File: src/rtl/keccak_pkg.sv
// Shared Keccak definitions: rate constants, hash mode encoding, fixed
// SHA3 output lengths, FSM state encoding for the squeeze/dump stage,
// and small helpers (rate lookup, saturating subtraction).
package keccak_pkg;

    localparam int RATE_SHAKE128 = 1344;
    localparam int RATE_SHAKE256 = 1088;
    localparam int RATE_SHA3_512 = 576;

    localparam int LEN_SHA3_256 = 256;
    localparam int LEN_SHA3_512 = 512;

    typedef enum logic [1:0] {
        MODE_SHAKE128 = 2'b00,
        MODE_SHAKE256 = 2'b01,
        MODE_SHA3_256 = 2'b10,
        MODE_SHA3_512 = 2'b11
    } keccak_mode_t;

    typedef enum logic [1:0] {
        ST_IDLE       = 2'd0,
        ST_WAIT_BLOCK = 2'd1,
        ST_DUMP       = 2'd2
    } dump_state_t;

    // SHA3-256 shares the SHAKE256 rate (capacity 512).
    function automatic logic [31:0] rate_of(input keccak_mode_t mode);
        case (mode)
            MODE_SHAKE128: rate_of = 32'(RATE_SHAKE128);
            MODE_SHAKE256: rate_of = 32'(RATE_SHAKE256);
            MODE_SHA3_256: rate_of = 32'(RATE_SHAKE256);
            default:       rate_of = 32'(RATE_SHA3_512);
        endcase
    endfunction

    // a - min(a, b)
    function automatic logic [31:0] sat_sub(input logic [31:0] a, input logic [31:0] b);
        sat_sub = (a > b) ? (a - b) : 32'd0;
    endfunction

endpackage

File: src/rtl/output_shift_buffer.sv
// Rate-wide shift buffer that serialises a loaded block W bits at a time.
// Ports:
//   clk, rst        clock, asynchronous active-low reset (counter only)
//   load            capture load_data and set the word count to load_words
//   load_data       block bits to capture
//   load_words      number of W-bit words held after a load
//   shift           drop the low W bits and decrement the word count
//   clear           mark the buffer empty without a load (shadow hand-off)
//   data            current buffer contents, word 0 in the low W bits
//   words           words remaining
//   empty           no words remaining
module output_shift_buffer #(
    parameter int W        = 64,
    parameter int RATE_MAX = 1344
) (
    input  logic                clk,
    input  logic                rst,
    input  logic                load,
    input  logic [RATE_MAX-1:0] load_data,
    input  logic [7:0]          load_words,
    input  logic                shift,
    input  logic                clear,
    output logic [RATE_MAX-1:0] data,
    output logic [7:0]          words,
    output logic                empty
);

    always_ff @(posedge clk or negedge rst) begin
        if (!rst) begin
            words <= 8'd0;
        end else if (load) begin
            words <= load_words;
        end else if (clear) begin
            words <= 8'd0;
        end else if (shift && words != 8'd0) begin
            words <= words - 8'd1;
        end
    end

    // Payload needs no reset; the word count alone says what is valid.
    always_ff @(posedge clk) begin
        if (load) begin
            data <= load_data;
        end else if (shift) begin
            data <= data >> W;
        end
    end

    assign empty = (words == 8'd0);

endmodule

File: src/rtl/squeeze_dump_stage.sv
// Keccak squeeze/dump stage: takes permuted rate blocks and streams them out
// as W-bit words (LSB first) over valid/ready, requesting further squeeze
// blocks until the requested output length is met. The final word is masked
// above the remaining bit count.
// Optional build macro SQUEEZE_DUMP_DOUBLE_BUFFER_EN adds a shadow block
// buffer so the next block can be accepted during DUMP, removing the bubble
// between blocks.
// Ports:
//   clk, rst                 clock, asynchronous active-low reset
//   start, mode_in,
//   output_size_in           job start, hash mode, requested length in bits
//   block_in, block_valid,
//   block_ready              rate block input handshake
//   need_block               more blocks are still required
//   data_out, valid_out,
//   ready_in, last_out       output word stream
//   busy, done               job active, one-cycle end-of-job pulse
module squeeze_dump_stage
    import keccak_pkg::*;
#(
    parameter int W        = 64,
    parameter int RATE_MAX = RATE_SHAKE128
) (
    input  logic                clk,
    input  logic                rst,
    input  logic                start,
    input  logic [1:0]          mode_in,
    input  logic [31:0]         output_size_in,
    input  logic [RATE_MAX-1:0] block_in,
    input  logic                block_valid,
    output logic                block_ready,
    output logic                need_block,
    output logic [W-1:0]        data_out,
    output logic                valid_out,
    input  logic                ready_in,
    output logic                last_out,
    output logic                busy,
    output logic                done
);

    dump_state_t         state;
    keccak_mode_t        mode;
    logic [31:0]         bits_to_load;
    logic [31:0]         bits_to_emit;
    logic [31:0]         rate;
    logic [7:0]          blk_words;
    logic [31:0]         start_size;
    logic                fire;
    logic                blk_fire;
    logic                final_word;
    logic                main_load;
    logic [RATE_MAX-1:0] main_src;
    logic [7:0]          main_src_words;
    logic [RATE_MAX-1:0] main_data;
    logic [7:0]          main_words;
    logic                main_empty;

    // Zero every bit at index >= n (only when n < W).
    function automatic logic [W-1:0] mask_tail(input logic [W-1:0] d, input logic [31:0] n);
        logic [W-1:0] m;
        m = '1;
        if (n < 32'(W)) begin
            m = m >> (32'(W) - n);
        end
        return d & m;
    endfunction

    assign rate       = rate_of(mode);
    assign blk_words  = 8'(rate / 32'(W));
    assign busy       = (state != ST_IDLE);
    assign need_block = busy && (bits_to_load != 32'd0);
    assign valid_out  = (state == ST_DUMP) && !main_empty;
    assign final_word = (bits_to_emit <= 32'(W));
    assign last_out   = valid_out && final_word;
    assign data_out   = valid_out ? mask_tail(main_data[W-1:0], bits_to_emit) : '0;
    assign fire       = valid_out && ready_in;
    assign blk_fire   = block_valid && block_ready;

    always_comb begin
        case (mode_in)
            2'b10:   start_size = 32'(LEN_SHA3_256);
            2'b11:   start_size = 32'(LEN_SHA3_512);
            default: start_size = output_size_in;
        endcase
    end

`ifdef SQUEEZE_DUMP_DOUBLE_BUFFER_EN
    logic                shadow_load;
    logic                shadow_clear;
    logic                exhaust;
    logic [RATE_MAX-1:0] shadow_data;
    logic [7:0]          shadow_words;
    logic                shadow_empty;

    assign exhaust     = fire && !final_word && (main_words == 8'd1);
    assign block_ready = (state == ST_WAIT_BLOCK) ||
                         ((state == ST_DUMP) && shadow_empty && need_block);

    // On the last shift of a block the main buffer refills on the same edge,
    // from the shadow if it holds a block, else straight from block_in.
    always_comb begin
        main_load      = (state == ST_WAIT_BLOCK) && block_valid;
        main_src       = block_in;
        main_src_words = blk_words;
        shadow_load    = 1'b0;
        shadow_clear   = 1'b0;
        if (state == ST_DUMP && exhaust) begin
            if (!shadow_empty) begin
                main_load      = 1'b1;
                main_src       = shadow_data;
                main_src_words = shadow_words;
                shadow_clear   = 1'b1;
            end else if (blk_fire) begin
                main_load = 1'b1;
            end
        end
        if (state == ST_DUMP && blk_fire && !main_load) begin
            shadow_load = 1'b1;
        end
    end

    output_shift_buffer #(.W(W), .RATE_MAX(RATE_MAX)) u_shadow (
        .clk        (clk),
        .rst        (rst),
        .load       (shadow_load),
        .load_data  (block_in),
        .load_words (blk_words),
        .shift      (1'b0),
        .clear      (shadow_clear),
        .data       (shadow_data),
        .words      (shadow_words),
        .empty      (shadow_empty)
    );
`else
    assign block_ready = (state == ST_WAIT_BLOCK);

    always_comb begin
        main_load      = (state == ST_WAIT_BLOCK) && block_valid;
        main_src       = block_in;
        main_src_words = blk_words;
    end
`endif

    output_shift_buffer #(.W(W), .RATE_MAX(RATE_MAX)) u_main (
        .clk        (clk),
        .rst        (rst),
        .load       (main_load),
        .load_data  (main_src),
        .load_words (main_src_words),
        .shift      (fire),
        .clear      (1'b0),
        .data       (main_data),
        .words      (main_words),
        .empty      (main_empty)
    );

    always_ff @(posedge clk or negedge rst) begin
        if (!rst) begin
            state        <= ST_IDLE;
            mode         <= MODE_SHAKE128;
            bits_to_load <= 32'd0;
            bits_to_emit <= 32'd0;
            done         <= 1'b0;
        end else begin
            done <= 1'b0;
            case (state)
                ST_IDLE: begin
                    if (start) begin
                        mode         <= keccak_mode_t'(mode_in);
                        bits_to_load <= start_size;
                        bits_to_emit <= start_size;
                        if (start_size == 32'd0) begin
                            done <= 1'b1;
                        end else begin
                            state <= ST_WAIT_BLOCK;
                        end
                    end
                end
                ST_WAIT_BLOCK: begin
                    if (block_valid) begin
                        bits_to_load <= sat_sub(bits_to_load, rate);
                        state        <= ST_DUMP;
                    end
                end
                ST_DUMP: begin
                    // Only reachable with the shadow buffer present.
                    if (blk_fire) begin
                        bits_to_load <= sat_sub(bits_to_load, rate);
                    end
                    if (fire) begin
                        bits_to_emit <= sat_sub(bits_to_emit, 32'(W));
                        if (final_word) begin
                            state <= ST_IDLE;
                            done  <= 1'b1;
                        end else if (main_words == 8'd1 && !main_load) begin
                            state <= ST_WAIT_BLOCK;
                        end
                    end
                end
                default: state <= ST_IDLE;
            endcase
        end
    end

endmodule

File: config.mk
export PLATFORM = sky130hd
export DESIGN_NAME = squeeze_dump_stage
export DESIGN_NICKNAME = d
export VERILOG_FILES = /design/src/rtl/keccak_pkg.sv /design/src/rtl/output_shift_buffer.sv /design/src/rtl/squeeze_dump_stage.sv
export SDC_FILE = /design/constraint.sdc
export NUM_CORES = 2
export LEC_CHECK = 0
export BUFFER_PORTS_ARGS = -buffer_cell sky130_fd_sc_hd__buf_2
export CAP_MARGIN = 20
export CORE_AREA = 4 4 571 573
export DETAILED_ROUTE_END_ITERATION = 8
export DIE_AREA = 0 0 575 577
export PLACE_DENSITY_LB_ADDON = 0.05
export RECOVER_POWER = 100
export SETUP_SLACK_MARGIN = 0.15
export SLEW_MARGIN = 10
export SYNTH_ARGS = -nofsm -noshare
export SYNTH_HDL_FRONTEND = slang
export SYNTH_SLANG_ARGS = --single-unit
File: constraint.sdc
create_clock -name clk -period 61 [get_ports clk]
set_clock_uncertainty 0.1 [all_clocks]
set_input_delay 6.1 -clock clk [delete_from_list [all_inputs] [get_ports clk]]
set_output_delay 6.1 -clock clk [all_outputs]
set_load 0.02 [all_outputs]
==> impl_metrics.yaml <==
run_status:
  status: "complete, but fails checks"
  failed_checks: "max-capacitance violations, max-slew violations"
worst_setup_path:
  startpoint: "block_valid"
  cpPeakStageDelay_ns: 5.73
  cp_cell_sequence: "clkbuf_1 > clkbuf_1 > and2_0 > clkbuf_1 > clkbuf_1 > clkbuf_1 > clkbuf_1 > nand2_1 > nand2_1"
  required_ns: 61.60
  path_buf_inv: 6
  crit_path_end_kind: "flip-flop"
  path_common_cell: "clkbuf_1"
  timing.rr.start: "state[1]"
  slowest_stage: "clkbuf_1"
  crit_path_max_fanout: 176
  path_class: "input port to flip-flop"
  cp-start-kind: "input port"
  crit_family: "buffers and inverters"
  cp_data_arrival_time_ns: 27.10
clock_tree:
  numCtsBuffers: 189
  clk_pin_slew_ns: 0.06
  cts_tree: "done"
  htree_levels: 4
  cts_buffer_depth: 4
  cts_hold_buffers: 0
  cts_resized: 0
  post-cts-setup-buffer-count: 0
  clock_sinks: 1421
  cts_root_buf: "clkbuf_16"
  clk_latency_ns: 0.87
placement:
  hpwl_um: 246800
  detailedPlace.worstSlack_ns: 49.05
  routabilityCongestion: 0.9303
  portBuffers: 1452
  place_area_mm2: 0.07522
sta:
  setup_ws_ns: 34.50
  rsz0062_at_grt: "false"
  max_freq_mhz: 37.74
  post-route-period-util_pct: 43.44
  hold_violations: 0
  layout_min_cycle_time_ns: 26.50
  setup_tns_ns: 0
  max_slew_margin_pct: -477.7
  worst_slew_pin_slew_ns: 8.665
  finalSetupViolCount: 0
  finalMaxSlewViolations: 3079
grt:
  grt_pass1_vias: 53272
  grt_overflow: 0
  grt_pass1_wl_um: 435200
  grt_antenna_before_repair: 476
  grt_start_max_net_pins: 177
  grt_usage_pct: 18.62
finish:
  drive_gt1_share_pct: 21.02
  final_common_cell: "nand2_1"
  layout_common_cells: "nand2_1, buf_2, edfxtp_1, clkbuf_16, clkbuf_1"
  n_fill_cell: 35409
  final_area_mm2: 0.08072
  fin_nets: 9214
  finalCoreUtilization_pct: 25.17
  area_growth_pct: 27.50
synth:
  synth-edff-count: 1344
  netlist_area_mm2: 0.06331
  async_flop_share_pct: 5.419
  avgSynthCellArea_um2: 9.783
  syn_inst: 6471
  ys_ff_latch: 1421
  yosysSeqAreaShare_pct: 66.79
  synth_top_flop_cell: "edfxtp_1"
  synthDistinctLibCells: 78
  ys_warn_count: 0
  syn-num-nets: 7871
pwr:
  power.share.clock_pct: 25.6
  power_mw: 4.133
  p_seq_share_pct: 44.0
  swShare_pct: 36.63
  power_density_mw_per_mm2: 51.20
  ir_worst_vdd_mv: 0.02791
  p_comb_share_pct: 30.4
  internal_power_mw: 2.619
  p_sw_mw: 1.514
  p_leak_nw: 35.21
floorplan:
  chipHeight_um: 577
  die_w_um: 575
  start_util_pct: 19.74
  fp.coreArea_mm2: 0.3206
  die_area_mm2: 0.3318
  row_count: 208
  io_pins: 1453
route:
  drt_iter0_markers: 3532
  wire_per_inst_um: 26.07
  vias: 51535
  post_drt_via_cell_ratio: 4.176
  firstDrtPassIters: 5
  drt-total-wl_um: 321800
  drc: 0
  drtAntennaViolNets: 0
hold_path:
  hold_class: "flip-flop to flip-flop"
  holdCritStartpoint: "u_main.data[320]"
run:
  max-cap-violations: 43
## path summary, 6_finish.rpt
| check | end | slack (ns) | depth (start not counted) |
|---|---|---|---|
| min | u_main.data[256] | 0.38 | 2 |
| min reg2reg | u_main.data[256] | 0.38 | 2 |
| max reg2reg | u_main.data[110] | 39.51 | 8 |
| max | u_main.data[945] | 34.50 | 9 |
| max in group asynchronous | bits_to_emit[0] | 51.56 | 3 |
| min in group asynchronous | bits_to_load[9] | 5.12 | 1 |
## logic make-up (layout without fill, tap and decap cells)
logic type | Yosys count | after routing | synth area share [%]
mux | 6 | 6 | 0.1008
xor+xnor | 25 | 25 | 0.3459
fa+ha+maj | 17 | 17 | 0.3360
simple gates | 4288 | 4288 | 26.74
buf+inv | 407 | 1891 | 2.474
flops | 1421 | 1421 | 66.79
other cells | 0 | 82 | 0
compound gates | 307 | 307 | 3.212
## metrics by stage
| stage | instances | hold WS (ns) |
|---|---|---|
| 2_1_floorplan | 6471 | 0.3506 |
| 3_3_place_gp | 11924 | 0.3645 |
| 3_5_place_dp | 11926 | 0.3714 |
| 4_1_cts | 12258 | 0.3823 |
| 5_1_grt | 12281 | 0.3983 |
| 6_report | 12342 | 0.3768 |
## sequential cells by signal, summed over array words and instances, names as in the netlist
register / count
u_main.data: 1344
bits_to_emit: 32
bits_to_load: 32
u_main.words: 8
mode: 2
state: 2
done: 1
## area by class of cell
class,count,area (um^2),area share (%)
multi-input combinational,4643,19430,24.07
antenna,82,205.2,0.2542
timing repair buffer,1524,7625,9.446
inverter,35,131.4,0.1628
tap,4305,5386,6.673
clock buffer,256,5075,6.287
clock inverter,76,581.8,0.7208
sequential,1421,42290,52.39
## synth_stat cells, types with 11 or more instances
cell type	n	share of area, %
a22o_1	16	0.22
xnor2_1	16	0.22
nand2_1	3913	23
nor4_1	38	0.38
inv_1	34	0.20
buf_1	25	0.15
clkbuf_1	335	2.0
o21ai_0	83	0.66
nand3_1	20	0.16
dfrtp_1	77	3.0
o21ai_1	12	0.095
edfxtp_1	1344	64
nor3_1	45	0.36
o31ai_1	19	0.23
and2_1	11	0.11
nor2_1	86	0.51
a21oi_1	62	0.49
ha_1	17	0.34
and3_1	102	1.0
or3_1	14	0.14
## worst min-delay path: cells and delay by family, from the launching register on
family	cells	cell delay (ns)
flops	1	0.31
simple gates	2	0.09
## routing by layer
layer | up-vias | wire (um) | GRT usage [%]
met5 | - | 1619 | 0
met4 | 254 | 9397 | 3.962
met3 | 908 | 28100 | 6.946
met2 | 1931 | 161100 | 33.41
met1 | 24188 | 121500 | 20.95
li1 | 24254 | - | -
## power groups by stage
stage,logic (mW),clock network (mW),registers (mW)
2_1_floorplan,0.780,0,2.25
3_3_place_gp,1.28,0,1.80
3_5_place_dp,1.28,0,1.79
4_1_cts,1.29,1.10,1.78
5_1_grt,1.43,1.14,1.86
6_report,1.26,1.06,1.82
(Power assumes the default switching activity.)
